`config.mk`:
```
export PLATFORM = sky130hd
export DESIGN_NAME = udp_tx_scheduler
export DESIGN_NICKNAME = d
export VERILOG_FILES = /design/src/rtl/udp_tx_scheduler.sv
export SDC_FILE = /design/constraint.sdc
export NUM_CORES = 1
export LEC_CHECK = 0
export BUFFER_PORTS_ARGS = -buffer_cell sky130_fd_sc_hd__buf_2
export CORE_UTILIZATION = 55
export CTS_BUF_LIST = sky130_fd_sc_hd__clkbuf_4 sky130_fd_sc_hd__clkbuf_8
export CTS_CLUSTER_SIZE = 10
export DETAILED_ROUTE_END_ITERATION = 16
export GPL_TIMING_DRIVEN = 0
export PLACE_DENSITY = 0.79
export REMOVE_ABC_BUFFERS = 1
export SETUP_SLACK_MARGIN = 0.1
export SYNTH_ARGS = -nofsm -noshare
export SYNTH_HDL_FRONTEND = slang
export SYNTH_SLANG_ARGS = --single-unit
```
`constraint.sdc`:
```
create_clock -name i_clk -period 3.2 [get_ports i_clk]
set_input_delay 0 -clock i_clk [delete_from_list [all_inputs] [get_ports i_clk]]
set_output_delay 0 -clock i_clk [all_outputs]
set_load 0.05 [all_outputs]
```
`src/rtl/udp_tx_scheduler.sv`:
```
// udp_tx_scheduler: resolves the peer MAC via ARP, then cuts bytes from the
// sample FIFO (1-cycle read latency) into UDP frames for the stack send port.
// Frames are full length, or shorter after a flush timeout. An idle gap
// follows every frame.
//
//   state    | meaning
//   ---------+-----------------------------------------------------------
//   IDLE     | scheduling disabled, waiting for i_enable
//   ARP_REQ  | one-cycle ARP request pulse, counts the attempt
//   ARP_WAIT | waiting for the ARP reply or for the retry timer to expire
//   READY    | resolved; waiting for a full frame or a flush timeout
//   SEND     | reading len bytes from the FIFO and streaming them out
//   GAP      | mandatory idle time after the last byte of a frame
module udp_tx_scheduler #(
  parameter int P_FRAME_LEN = 512,
  parameter int P_GAP_CYC   = 64,
  parameter int P_FLUSH_CYC = 100000,
  parameter int P_ARP_RETRY = 125000,
  parameter int P_ARP_MAX   = 8
) (
  input  logic        i_clk,
  input  logic        i_rst_n,
  input  logic        i_enable,
  input  logic [15:0] i_fifo_count,
  input  logic [7:0]  i_fifo_data,
  output logic        o_fifo_rd,
  input  logic        i_arp_valid,
  output logic        o_arp_req,
  output logic        o_arp_fail,
  input  logic        i_send_ready,
  output logic [15:0] o_send_len,
  output logic [7:0]  o_send_data,
  output logic        o_send_last,
  output logic        o_send_valid,
  output logic [31:0] o_frame_cnt,
  output logic        o_busy
);

  // One down-counter serves the retry, flush and gap timers; they never overlap.
  localparam int T_MAX1 = (P_ARP_RETRY > P_FLUSH_CYC) ? P_ARP_RETRY : P_FLUSH_CYC;
  localparam int T_MAX  = (T_MAX1 > P_GAP_CYC) ? T_MAX1 : P_GAP_CYC;
  localparam int TW     = $clog2(T_MAX + 1);
  localparam int RW     = $clog2(P_ARP_MAX + 1);

  // ARP_WAIT lasts P_ARP_RETRY-1 cycles so request pulses are P_ARP_RETRY apart.
  localparam logic [TW-1:0] T_ARP   = TW'(P_ARP_RETRY - 2);
  localparam logic [TW-1:0] T_FLUSH = TW'(P_FLUSH_CYC);
  localparam logic [TW-1:0] T_GAP   = TW'(P_GAP_CYC - 1);
  localparam logic [RW-1:0] ARP_MAX    = RW'(P_ARP_MAX);
  localparam logic [RW-1:0] ARP_MAX_M1 = RW'(P_ARP_MAX - 1);
  localparam logic [15:0]   FRAME_LEN  = 16'(P_FRAME_LEN);

  typedef enum logic [2:0] {IDLE, ARP_REQ, ARP_WAIT, READY, SEND, GAP} state_t;

  state_t        state, state_nxt;
  logic [TW-1:0] tmr;
  logic [RW-1:0] retry_cnt;
  logic          resolved;
  logic [15:0]   rd_left;
  logic [15:0]   len;
  logic          full, partial, start;

  assign full    = (i_fifo_count >= FRAME_LEN);
  assign partial = (i_fifo_count != 16'd0) && !full;
  // Full wins over flush when both hold, because len saturates at FRAME_LEN.
  assign start   = i_enable && i_send_ready && (full || (partial && tmr == '0));
  assign len     = full ? FRAME_LEN : i_fifo_count;

  assign o_arp_req   = (state == ARP_REQ);
  assign o_busy      = !((state == IDLE) || (state == READY));
  assign o_fifo_rd   = (state == SEND) && (rd_left != 16'd0);
  // FIFO data arrives one cycle after the strobe, exactly when valid is high.
  assign o_send_data = o_send_valid ? i_fifo_data : 8'h00;

  // State register.
  always_ff @(posedge i_clk or negedge i_rst_n) begin
    if (!i_rst_n) state <= IDLE;
    else          state <= state_nxt;
  end

  // Next-state decode.
  always_comb begin
    state_nxt = state;
    case (state)
      IDLE:     if (i_enable) state_nxt = resolved ? READY : ARP_REQ;
      ARP_REQ:  state_nxt = ARP_WAIT;
      ARP_WAIT: begin
        if (resolved || i_arp_valid) state_nxt = READY;
        else if (tmr == '0)          state_nxt = ARP_REQ;
      end
      READY: begin
        if (!i_enable)  state_nxt = IDLE;
        else if (start) state_nxt = SEND;
      end
      SEND:     if (o_send_last) state_nxt = GAP;
      GAP:      if (tmr == '0) state_nxt = READY;
      default:  state_nxt = IDLE;
    endcase
  end

  // Shared timer: reload on state entry, count down inside the owning state.
  always_ff @(posedge i_clk or negedge i_rst_n) begin
    if (!i_rst_n) begin
      tmr <= '0;
    end else if (state_nxt != state) begin
      case (state_nxt)
        ARP_WAIT: tmr <= T_ARP;
        READY:    tmr <= T_FLUSH;
        GAP:      tmr <= T_GAP;
        default:  tmr <= '0;
      endcase
    end else begin
      case (state)
        ARP_WAIT, GAP: if (tmr != '0) tmr <= tmr - TW'(1);
        READY: begin
          if (!partial)        tmr <= T_FLUSH;
          else if (tmr != '0)  tmr <= tmr - TW'(1);
        end
        default: tmr <= tmr;
      endcase
    end
  end

  // ARP bookkeeping: resolved flag, attempt count and sticky failure flag.
  always_ff @(posedge i_clk or negedge i_rst_n) begin
    if (!i_rst_n) begin
      resolved   <= 1'b0;
      retry_cnt  <= '0;
      o_arp_fail <= 1'b0;
    end else begin
      if (i_arp_valid) resolved <= 1'b1;
      if (state == ARP_REQ) begin
        if (retry_cnt != ARP_MAX) retry_cnt <= retry_cnt + RW'(1);
        if (retry_cnt >= ARP_MAX_M1) o_arp_fail <= 1'b1;
      end
      if (state == ARP_WAIT && (resolved || i_arp_valid)) begin
        retry_cnt  <= '0;
        o_arp_fail <= 1'b0;
      end
    end
  end

  // Frame datapath: read countdown, valid/last pipeline, length and frame count.
  always_ff @(posedge i_clk or negedge i_rst_n) begin
    if (!i_rst_n) begin
      rd_left      <= 16'd0;
      o_send_len   <= 16'd0;
      o_send_valid <= 1'b0;
      o_send_last  <= 1'b0;
      o_frame_cnt  <= 32'd0;
    end else begin
      o_send_valid <= o_fifo_rd;
      o_send_last  <= o_fifo_rd && (rd_left == 16'd1);
      if (state == READY && state_nxt == SEND) begin
        rd_left    <= len;
        o_send_len <= len;
      end else if (o_fifo_rd) begin
        rd_left <= rd_left - 16'd1;
      end
      if (state == SEND && o_send_last) o_frame_cnt <= o_frame_cnt + 32'd1;
    end
  end

endmodule
```
# [Word level (Yosys, flattened, before mapping)]
# Index checks and enable logic that the tools add are counted.
[totals] ff_bits=92 latch_bits=0 ramBits=0 mem_bits_ro=0 in_bits=29 elab_cells=79 n_memories=0
[op_classes] add_sub_neg=4 multipliers=0 div_mod_pow=0 magnitude_cmp=2 n_eq_ne=12 shift=0 mux=24 n_bitwise=0 n_reduce_logical=27
[op_table] operator="$mux 17" n=3
[op_table] operator="$pmux 17 s3" n=1
[op_table] operator="$mux 16" n=3
[op_table] operator="$pmux 17 s2" n=1
[op_table] operator="$add 32x1->32 const B" n=1
[op_table] operator="$reduce_bool 16->1" n=2
[op_table] operator="$mux 3" n=7
[op_table] operator="$pmux 3 s6" n=1
[op_table] operator="$logic_not 17->1" n=1
[op_table] operator="$reduce_bool 17->1" n=1
[op_table] operator="$sub 17x1->17 const B" n=1
[op_table] operator="$eq 16x1->1 const B" n=1
[op_table] operator="$ge 16x10->1 const B" n=1
[op_table] operator="$sub 16x1->16 const B" n=1
[op_table] operator="$eq 3x2->1 const B" n=4
[op_table] operator="$eq 3x3->1 const B" n=4
[op_table] operator="$mux 4" n=3
[op_table] operator="$logic_and 1x1->1" n=9
[op_table] operator="$mux 8" n=1
[op_table] operator="$reduce_bool 2->1" n=4
[op_table] operator="$add 4x1->4 const B" n=1
[op_table] operator="$ge 4x3->1 const B" n=1
[op_table] operator="$ne 4x4->1 const B" n=1
[op_table] operator="$reduce_and 2->1" n=2
[op_table] operator="9 further kinds" n=14

# [Longest topological paths before layout]
# Gate-level depths: netlist of the first run.
[logic_depth] depth_word=12 ltp_mapped=10 mapped_depth_nobuf=8

# [Least setup slack after synthesis of the first run]
# Ideal clock, no wire load.
[synth_path] path_type="register to register" start="register tmr[0]" end="register tmr[15]" setup_time_ns=0.079 arrival_time_ns=2.559 path_slack_ns=0.561 path_stages_with_launch=11 n_path_buf=2 synth_period_minus_slack_ns=2.639 cell_sequence="dfrtp_1 inv_1 ha_1 or4b_2 or4_1 buf_4 o211ai_4 o211ai_4 o21ai_4 buf_6 mux2i_1"
[synth_between] elab_chain_cells=10 elab_cells_between_ends=22 cone_classes="add/sub: 1; eq/ne: 4; mux: 11; reduce/logical: 6"
[synth_lines] element="start, declared" line_no="56" text="logic [TW-1:0] tmr;"
[synth_lines] element="start signal, assigned" line_no="114" text="ARP_WAIT, GAP: if (tmr != '0) tmr <= tmr - TW'(1);"
[synth_lines] element="start signal, assigned" line_no="117" text="else if (tmr != '0) tmr <= tmr - TW'(1);"
[synth_lines] element="start signal, assigned" line_no="119" text="default: tmr <= tmr;"
[synth_lines] element="$logic_not 17->1" line_no="66, 89, 96"
[synth_lines] element="$logic_and 1x1->1" line_no="66" text="assign start = i_enable && i_send_ready && (full || (partial && tmr == '0));"
[synth_lines] element="$logic_or 1x1->1" line_no="66"
[synth_lines] element="$logic_and 1x1->1" line_no="66"
[synth_lines] element="$mux 3" line_no="93" text="else if (start) state_nxt = SEND;"
[synth_lines] element="$mux 3" line_no="92" text="if (!i_enable) state_nxt = IDLE;"
[synth_lines] element="$pmux 3 s6" line_no="84" text="case (state)"
[synth_lines] element="$eq 3x3->1 / $eq 3x2->1 (equally long branches)" line_no="106" text="case (state_nxt)"
[synth_lines] element="$pmux 17 s3" line_no="106"
[synth_lines] element="$mux 17" line_no="105" text="end else if (state_nxt != state) begin"
# Several ways; a longest one is shown, not always the timed one.
# A chain may end at the register's enable or synchronous reset.

# [Final worst setup path of the first run]
[layout_path] start="register tmr[0]" end="register rd_left[6]"
[layout_between] elab_chain_cells=10 elab_cells_between_ends=14 cone_classes="eq/ne: 1; mux: 7; reduce/logical: 6"
[layout_lines] element="$logic_not 17->1 (*)" line_no="66, 89, 96"
[layout_lines] element="$logic_and 1x1->1" line_no="66"
[layout_lines] element="$logic_or 1x1->1" line_no="66"
[layout_lines] element="$logic_and 1x1->1" line_no="66"
[layout_lines] element="$mux 3" line_no="93"
[layout_lines] element="$mux 3" line_no="92"
[layout_lines] element="$pmux 3 s6 (*)" line_no="84"
[layout_lines] element="$eq 3x3->1 (*)" line_no="154" text="if (state == READY && state_nxt == SEND) begin"
[layout_lines] element="$logic_and 1x1->1 (*)" line_no="154"
[layout_lines] element="$mux 16 / $reduce_bool 2->1 (equally long branches)"
[layout_lines] element="end signal, assigned" line_no="155" text="rd_left <= len;"
[layout_lines] element="end signal, assigned" line_no="158" text="rd_left <= rd_left - 16'd1;"
[layout_lines] element="end, declared" line_no="59" text="logic [15:0] rd_left;"
# Every way passes the cells marked *; elsewhere a longest branch is shown, timed or not.

==> flow_metrics.env, run 1 <==
export IMPL_num_antenna_cells=0
export IMPL_finalNetCount=627
export IMPL_combPwrFrac_pct=41.2
export IMPL_required_ps=3500
export IMPL_grt_usage_pct=24.9
export IMPL_port_buffers=90
export IMPL_p_int_w=0.00231
export IMPL_p_leak_nw=2.69
export IMPL_clkPwrFrac_pct=18.6
export IMPL_drive_gt1_share_pct=21.6
export IMPL_yosysUniqueCellTypes=61
export IMPL_ant_nets=0
export IMPL_cts_clk_slew_worst_paths_ps=90
export IMPL_status="completed"
export IMPL_place_inst=673
export IMPL_critical_path_endpoint_type="register"
export IMPL_initial_utilization_pct=57.7
export IMPL_finClkSkew_ps=10.7
export IMPL_worst_pin_slew_ps=1060
export IMPL_seq_area_um2=2300
export IMPL_cts_buffer_depth=2
export IMPL_wirelength_mm=10.8
export IMPL_synth_seq_area_share_pct=47.9
export IMPL_fmax_mhz=327
export IMPL_ys_warn_count=0
export IMPL_r2r_start="tmr[0]"
export IMPL_endpoint="rd_left[6]"
export IMPL_fin_crit_sh_pct=95.5
export IMPL_swShare_pct=42.1
export IMPL_multi_input_area_um2=2390
export IMPL_p_sw_w=0.00168
export IMPL_overflow=0
export IMPL_crit_chain="inv_1, ha_1, or4b_2, or4_4, o21ai_2, nand3_2, nor2_4, a22o_1"
export IMPL_crit_family="simple AND/OR/NAND/NOR gates"
export IMPL_cts_root_buf="clkbuf_8"
export IMPL_worstHoldPathType="input pin to asynchronous set/reset pin"
export IMPL_via_count=4180
export IMPL_dieHeight_um=95.5
export IMPL_start_kind="register"
export IMPL_finalSetupTns_ps=0
export IMPL_cts_sinks=92
export IMPL_crit_type="register to register"
export IMPL_irDropWorstVdd_v=0.000751
export IMPL_first_iter_violations=266
export IMPL_grt_pass1_wl_mm=17.7
export IMPL_die_area_um2=9120
export IMPL_path_depth=8
export IMPL_grt_pass1_vias=3755
export IMPL_drcViolationCount=0
export IMPL_rsz0062_at_grt="yes"
export IMPL_critPathLaunch="tmr[0]"
export IMPL_worst_path_largest_cell_delay_ps=610
export IMPL_cts_tree="done"
export IMPL_slew_violations=0
export IMPL_yosys_register_bits=92
export IMPL_antenna_found_initial=0
export IMPL_slew_limit_headroom_pct=29.0
export IMPL_r2r_end="rd_left[6]"
export IMPL_wl_per_cell_um=15.4
export IMPL_netlist_area_leader_share_pct=47.9
export IMPL_crit_arrival_ps=3360
export IMPL_drv_cap=0
export IMPL_period_minus_slack_ps=3060
export IMPL_fp_dieW_um=95.5
export IMPL_postSynth_asyncResetShare_pct=100
export IMPL_path_buf_inv=1
export IMPL_avgViaCountPerCell=5.96
export IMPL_ios=91
export IMPL_instances_no_fill=701
export IMPL_clkLatencyLatePin_ps=360
export IMPL_slowest_stage="or4b_2"
export IMPL_areaGrowthSynthToFinish_pct=18.2
export IMPL_cts_made_buffers=9
export IMPL_setup_slack_ps=144
export IMPL_nFillCells=658
export IMPL_p_per_area_nw_per_um2=703
export IMPL_setup_viol=0
export IMPL_grt_max_degree=63
export IMPL_reg2reg_depth=8
export IMPL_finalPower_w=0.00399
export IMPL_ys_top_cells_by_area="dfrtp_1 (48%), xnor2_1 (7.3%), nand2_1 (3.4%)"
export IMPL_hold_violations=0
export IMPL_postSynthAreaPerCell_um2=9.74
export IMPL_post_dp_hpwl_mm=7.53
export IMPL_synth_ff_type="dfrtp_1"
export IMPL_synth_area_leader_cell="dfrtp_1"
export IMPL_seqPwrFrac_pct=40.2
export IMPL_cp_max_fo=19
export IMPL_gp_congestion=0.921
export IMPL_regToRegSetupSlack_ps=140
export IMPL_synth_cells=494
export IMPL_place_ws_ps=-228
export IMPL_num_rows=33
export IMPL_post_route_util_pct=68.1
export IMPL_synth_edff_count=0
export IMPL_firstDrtPassIters=5
export IMPL_syn_area_um2=4810
export IMPL_core_um2=8340
export IMPL_cts_htree_levels=3
## what timing repair did
item                                    CTS  global route
endpoints found under the hold margin   111             0
setup buffers                             0             1
hold buffers                             11             0
gates resized for setup                   3             3
cloned                                    0             0
endpoints found under the setup margin   57            20
pin swaps                                 0             1
## worst register-to-register path: cells and delay by family, from the launching register on
family	cells	cell delay, ps
AND/OR/NAND/NOR	4	1890
buffers and inverters	1	90
AO/OA/AOI/OAI	2	420
adder cells (fa/ha/maj)	1	190
flip-flops	1	420
## placed cells by master (no fill, tap or decap), drive strengths merged, types with 4 or more instances in the layout
cell,netlist,final
a21oi,29,29
a22o,4,4
and2,22,22
and3,7,7
and4,6,6
buf,9,92
clkbuf,8,10
dfrtp,92,92
dlygate4sd3,0,11
ha,7,7
inv,15,16
nand2,43,43
nand3,27,27
nand4,13,13
nor2,35,35
nor2b,4,4
nor3,18,18
nor4,13,13
o21ai,21,21
o22ai,4,4
o31ai,6,6
or3,4,4
or4,7,7
xnor2,40,40
xor2,10,10
## cell families after synthesis
| family | after synthesis | share of synthesized area [%] |
|---|---|---|
| fa+ha+maj | 7 | 1.82 |
| mux | 5 | 1.09 |
| xor+xnor | 50 | 9.11 |
| compound gates | 89 | 12.3 |
| flops | 92 | 47.9 |
| simple gates | 218 | 24.8 |
| buf+inv | 33 | 2.99 |
## layout make-up
cell class,count,area share (%)
clock buffers,10,2.42
clock inverters,6,0.859
inverters,16,1.06
multi-input cells,369,42.1
flip-flops and latches,92,40.5
well taps,105,2.31
repair buffers,103,10.7
## synthesized netlist by cell type, types with 3 or more instances
master and number:
o21ai_0 18, a22o_1 4, nand2b_1 3, nor3b_1 3
or4_1 4, nand2_1 43, xnor2_1 40, and2_1 21
nand3_1 26, nand3b_1 3, a21o_1 3, nor2b_1 4
nand4_1 13, a21oi_1 29, o31ai_1 6, nor4_1 13
mux2i_1 3, or3_1 4, buf_2 7, dfrtp_1 92
and3_1 7, xor2_1 10, nor2_1 34, o21a_1 3
clkbuf_1 8, o22ai_1 4, and4_1 6, a31oi_1 3
ha_1 7, or4_4 3, nor3_1 18, inv_1 15
## power by group through the flow
stage                     Clock [W]  Combinational (W)  Sequential [W]
final                      0.000742            0.00164         0.00161
after global routing       0.000805            0.00181         0.00164
after CTS                  0.000761            0.00156         0.00159
after detailed placement          0            0.00154         0.00161
after global placement            0            0.00149         0.00160
after floorplan                   0            0.00117         0.00157
## layer usage
layer  part of all wire, %  track usage, %  routed length (um)
met1                    46            34.5                4990
met2                    46            38.9                4960
met3                   6.3            3.75                 682
met4                   1.6            10.6                 177
met5                     0               0                   0
## worst min path at each step
stage	endpoint	from	depth (start not counted)	slack (ps)
finish	rd_left[10]	i_rst_n	2	120
global route	state[0]	i_send_ready	3	130
CTS	state[0]	i_send_ready	3	100
detailed placement	rd_left[10]	i_rst_n	1	-30
global placement	rd_left[7]	i_fifo_count[7]	2	250
floorplan	o_arp_fail	i_rst_n	0	-300
## metrics by stage
| step | hold WS [ps] | cell area, um^2 |
|---|---|---|
| floorplan | -296 | 4730 |
| global placement | 252 | 5310 |
| detailed placement | -33.9 | 5340 |
| CTS | 98.1 | 5650 |
| global route | 133 | 5680 |
| finish | 120 | 5680 |
## registers in the layout (all words and copies together) (netlist names)
signal and cells:
o_arp_fail 1, o_frame_cnt 32, o_send_last 1, o_send_len 16
o_send_valid 1, rd_left 16, resolved 1, retry_cnt 4
state 3, tmr 17
Power figures use the tool's default switching activity.
==> run 2: changes to the inputs <==
CORE_UTILIZATION = 45   (was 55)
PLACE_DENSITY = 0.67   (was 0.79)
==> flow_metrics.env, run 2 (synthesis gave the netlist of run 1 again) <==
export IMPL_grt_usage_pct=21.4
export IMPL_worst_path_largest_cell_delay_ps=740
export IMPL_cts_htree_levels=3
export IMPL_core_um2=10300
export IMPL_final_cell_mix="dfrtp_1 (92), buf_2 (89), nand2_1 (43), xnor2_1 (40), nor2_1 (34)"
export IMPL_r2r_end="tmr[5]"
export IMPL_cts_clk_slew_worst_paths_ps=100
export IMPL_final_common_cell="dfrtp_1"
export IMPL_whs_path_depth=4
export IMPL_clkLatencyLatePin_ps=360
export IMPL_drive_gt1_share_pct=21.9
export IMPL_fin_crit_sh_pct=91.3
export IMPL_slew_violations=0
export IMPL_antenna_found_initial=0
export IMPL_regToRegSetupSlack_ps=280
export IMPL_cts_root_buf="clkbuf_8"
export IMPL_rsz0062_at_grt="no"
export IMPL_cts_sinks=92
export IMPL_status="completed"
export IMPL_wirelength_mm=11.3
export IMPL_grt_max_degree=54
export IMPL_via_count=4048
export IMPL_hp_start="i_send_ready"
export IMPL_areaGrowthSynthToFinish_pct=20.4
export IMPL_cts_made_buffers=9
export IMPL_place_ws_ps=-177
export IMPL_crit_type="register to register"
export IMPL_grt_pass1_wl_mm=18.9
export IMPL_crit_chain="inv_1, ha_1, or4b_2, nor4_1, nand2_1, o22ai_1, o21bai_2, o311ai_0"
export IMPL_drcViolationCount=0
export IMPL_ant_nets=0
export IMPL_port_buffers=90
export IMPL_ios=91
export IMPL_worstHoldPathType="input pin to register"
export IMPL_r2r_start="tmr[1]"
export IMPL_hold_violations=0
export IMPL_initial_utilization_pct=46.6
export IMPL_overflow=0
export IMPL_largest_reg_flops=32
export IMPL_gp_congestion=0.848
export IMPL_crit_arrival_ps=3170
export IMPL_setup_slack_ps=279
export IMPL_finClkSkew_ps=11.3
export IMPL_start_kind="register"
export IMPL_avgViaCountPerCell=5.51
export IMPL_slew_limit_headroom_pct=24.7
export IMPL_p_leak_nw=2.73
export IMPL_finalNetCount=629
export IMPL_crit_family="simple AND/OR/NAND/NOR gates"
export IMPL_finalSetupTns_ps=0
export IMPL_period_minus_slack_ps=2920
export IMPL_hold_path_end="state[2]"
export IMPL_slowest_stage="nor4_1"
export IMPL_path_buf_inv=1
export IMPL_cts_buffer_depth=2
export IMPL_irDropWorstVdd_v=0.000367
export IMPL_top_register="o_frame_cnt"
export IMPL_setup_viol=0
export IMPL_dieHeight_um=105
export IMPL_cts_tree="done"
export IMPL_critical_path_endpoint_type="register"
export IMPL_num_antenna_cells=0
export IMPL_fp_dieW_um=105
export IMPL_worst_pin_slew_ps=1130
export IMPL_top_regs="o_frame_cnt (32), tmr (17)"
export IMPL_cp_max_fo=5
export IMPL_drv_cap=0
export IMPL_path_depth=8
export IMPL_grt_pass1_vias=3875
export IMPL_fmax_mhz=342
export IMPL_num_rows=37
export IMPL_first_iter_violations=222
export IMPL_reg2reg_depth=8
export IMPL_wl_per_cell_um=15.3
export IMPL_p_per_area_nw_per_um2=709
export IMPL_required_ps=3450
export IMPL_die_area_um2=11100
export IMPL_post_dp_hpwl_mm=7.98
export IMPL_firstDrtPassIters=4
run 2: cell count changes in the layout (fill, tap and decap cells not counted):
cell	change
buf_12	+1
nand3_2	-1
bufinv_16	+1
nand3_4	+1
clkinvlp_4	-2
clkinv_4	-1
buf_4	+1
and3_2	-1
and3_4	+1
inv_8	+2
run 2: report_power, final:
part	internal (W)	total [W]	switching, W	leakage [nW]
registers	0.00134	0.00160	0.000257	1.24
clock network	0.000398	0.000841	0.000443	0.107
logic	0.000667	0.00166	0.000996	1.38
total	0.00241	0.00411	0.00170	2.73
run 2: per-stage QoR:
step | area (um^2) | instances | power (W) | hold WS [ps] | utilization (%)
finish | 5790 | 734 | 0.00411 | 93.9 | 56.1
global route | 5790 | 734 | 0.00437 | 91.2 | 56.1
global placement | 5350 | 703 | 0.00311 | 240 | 51.8
CTS | 5720 | 731 | 0.00403 | 89.4 | 55.4
detailed placement | 5380 | 704 | 0.00316 | 21.9 | 52.1
floorplan | 4730 | 477 | 0.00274 | -296 | -
run 2: final cells by class:
class                           count  area [um^2]
Fill cell                         917         4530
Multi-Input combinational cell    369         2400
Sequential cell                    92         2300
Timing Repair Buffer              105          638
Tap cell                          136          170
Clock buffer                       10          138
Clock inverter                      6         77.6
Inverter                           16         60.1
run 2: worst max path at each step:
stage,slack [ps],to,startpoint
global placement,-160,rd_left[5],tmr[0]
global route,50,tmr[5],tmr[0]
CTS,250,tmr[5],tmr[1]
finish,280,tmr[5],tmr[1]
floorplan,300,rd_left[0],tmr[0]
detailed placement,-180,rd_left[4],tmr[0]
run 2: worst register-to-register path, cell delays in order (launching register included):
cell and delay (ps):
dfrtp_1 430, inv_1 90, ha_1 160, or4b_2 610, nor4_1 740, nand2_1 240, o22ai_1 280, o21bai_2 150
o311ai_0 110
run 2: layer usage:
layer  track usage [%]  routed length [um]  vias up
met5                 0                   0        -
met4              9.15                 257        0
met3              2.66                 392       19
met2              34.4                5460       95
met1              29.3                5150     1970
li1                  -                   -     1964
run 2: timing repair:
item / in CTS / in global routing
hold endpoints to repair: 58 / 0
setup buffers: 0 / 3
setup endpoints to repair: 46 / 22
gates resized for setup: 3 / 4
pin swaps: 0 / 3
hold buffers: 11 / 0
==> run 3: changes to the inputs <==
CORE_MARGIN = 4   (was default)
clock period = 3.5 ns   (was 3.2 ns; I/O delays follow)
==> flow_metrics.env, run 3 (synthesis gave the netlist of run 1 again) <==
export IMPL_cp_max_fo=19
export IMPL_ant_nets=0
export IMPL_initial_utilization_pct=46.4
export IMPL_fp_dieW_um=111
export IMPL_num_antenna_cells=0
export IMPL_topRoutingLayerUsed="met4"
export IMPL_cts_tree="done"
export IMPL_r2r_start="tmr[0]"
export IMPL_post_route_util_pct=55.2
export IMPL_p_leak_nw=2.70
export IMPL_setup_viol=0
export IMPL_start_kind="register"
export IMPL_wl_met2_mm=5.74
export IMPL_first_iter_violations=278
export IMPL_die_area_um2=12400
export IMPL_top_register="o_frame_cnt"
export IMPL_cts_buffer_depth=2
export IMPL_status="completed"
export IMPL_critical_path_endpoint_type="register"
export IMPL_rsz0062_at_grt="no"
export IMPL_top_regs="o_frame_cnt (32), tmr (17)"
export IMPL_crit_type="register to register"
export IMPL_port_buffers=90
export IMPL_r2r_end="rd_left[6]"
export IMPL_overflow=0
export IMPL_grt_pass1_wl_mm=19.9
export IMPL_slew_violations=0
export IMPL_irDropWorstVdd_v=0.000381
export IMPL_ios=91
export IMPL_hp_start="i_send_ready"
export IMPL_avgViaCountPerCell=5.54
export IMPL_finalSetupTns_ps=0
export IMPL_areaGrowthSynthToFinish_pct=19.0
export IMPL_whs_path_depth=3
export IMPL_firstDrtPassIters=6
export IMPL_final_cell_mix="dfrtp_1 (92), buf_2 (89), nand2_1 (43), xnor2_1 (40), nor2_1 (34)"
export IMPL_dieHeight_um=111
export IMPL_hold_path_end="state[0]"
export IMPL_required_ps=3810
export IMPL_cts_clk_slew_worst_paths_ps=100
export IMPL_regToRegSetupSlack_ps=400
export IMPL_antenna_found_initial=0
export IMPL_drv_cap=0
export IMPL_wl_per_cell_um=16.0
export IMPL_fin_crit_sh_pct=88.7
export IMPL_period_minus_slack_ps=3100
export IMPL_grt_pass1_vias=4015
export IMPL_worst_path_largest_cell_delay_ps=630
export IMPL_wl_met3_um=561
export IMPL_num_rows=37
export IMPL_cts_made_buffers=9
export IMPL_p_per_area_nw_per_um2=651
export IMPL_final_common_cell="dfrtp_1"
export IMPL_slew_limit_headroom_pct=30.9
export IMPL_fmax_mhz=322
export IMPL_crit_chain="inv_1, ha_1, or4b_2, or4_4, o21ai_2, nand3_2, nor2_4, a22o_1"
export IMPL_wl_met1_mm=5.30
export IMPL_whs_ps=92.1
export IMPL_grt_max_degree=49
export IMPL_place_ws_ps=8.56
export IMPL_drive_gt1_share_pct=21.2
export IMPL_wirelength_mm=11.7
export IMPL_clkLatencyLatePin_ps=360
export IMPL_cts_htree_levels=3
export IMPL_finalNetCount=626
export IMPL_slowest_stage="or4b_2"
export IMPL_worst_pin_slew_ps=1040
export IMPL_via_count=4049
export IMPL_reg2reg_depth=8
export IMPL_setup_slack_ps=395
export IMPL_largest_reg_flops=32
export IMPL_cts_sinks=92
export IMPL_hold_violations=0
export IMPL_crit_arrival_ps=3410
export IMPL_core_um2=10400
export IMPL_finClkSkew_ps=12.9
export IMPL_drcViolationCount=0
export IMPL_gp_congestion=0.878
export IMPL_worstHoldPathType="input pin to register"
export IMPL_grt_usage_pct=19.4
export IMPL_cts_root_buf="clkbuf_8"
export IMPL_post_dp_hpwl_mm=8.41
export IMPL_finalPower_w=0.00372
run 3: changes by cell type in the layout (fill, tap and decap cells not counted), sizes merged:
| cell | delta |
|---|---|
| inv | -2 |
| buf | -3 |
| bufinv | +1 |
| clkbuf | +1 |
run 3: stage by stage:
stage	cells	instance area, um^2
global route	731	5720
detailed placement	704	5380
CTS	731	5720
global placement	703	5350
finish	731	5720
floorplan	477	4730
run 3: final cells by class:
class	instances	area [um^2]
Multi-Input combinational cell	369	2370
Clock inverter	5	85.1
Sequential cell	92	2300
Inverter	16	60.1
Tap cell	136	170
Fill cell	952	4650
Timing Repair Buffer	102	591
Clock buffer	11	139
run 3: where the power goes:
group / total [W] / switching [W] / internal, W
Sequential: 0.00146 / 0.000229 / 0.00123
Clock: 0.000807 / 0.000384 / 0.000423
Combinational: 0.00146 / 0.000900 / 0.000557
Total: 0.00372 / 0.00151 / 0.00221
run 3: what timing repair did:
action,4_1_cts,5_1_grt
endpoints found under the setup margin,7,13
setup buffers,0,0
hold buffers,11,0
hold endpoints to repair,63,0
gates resized for setup,2,1
run 3: worst max-delay path by stage:
stage,from,endpoint,slack [ps]
floorplan,tmr[0],rd_left[0],600
CTS,tmr[0],rd_left[6],140
global route,tmr[0],o_send_len[7],240
finish,tmr[0],rd_left[6],400
detailed placement,tmr[0],rd_left[4],9
global placement,tmr[0],rd_left[4],30
run 3: critical path, delay by kind of cell, from the launching register on:
kind | cells | cell delay, ps
buffers and inverters | 1 | 90
adder cells (fa/ha/maj) | 1 | 180
AO/OA/AOI/OAI | 2 | 410
AND/OR/NAND/NOR | 4 | 1950
flip-flops | 1 | 410
run 3: layer usage:
| metal | vias to the layer above | GRT usage, % |
|---|---|---|
| met5 | - | 0 |
| met4 | 0 | 4.87 |
| met1 | 1954 | 26.8 |
| li1 | 1972 | - |
| met2 | 114 | 31.1 |
| met3 | 9 | 4.46 |
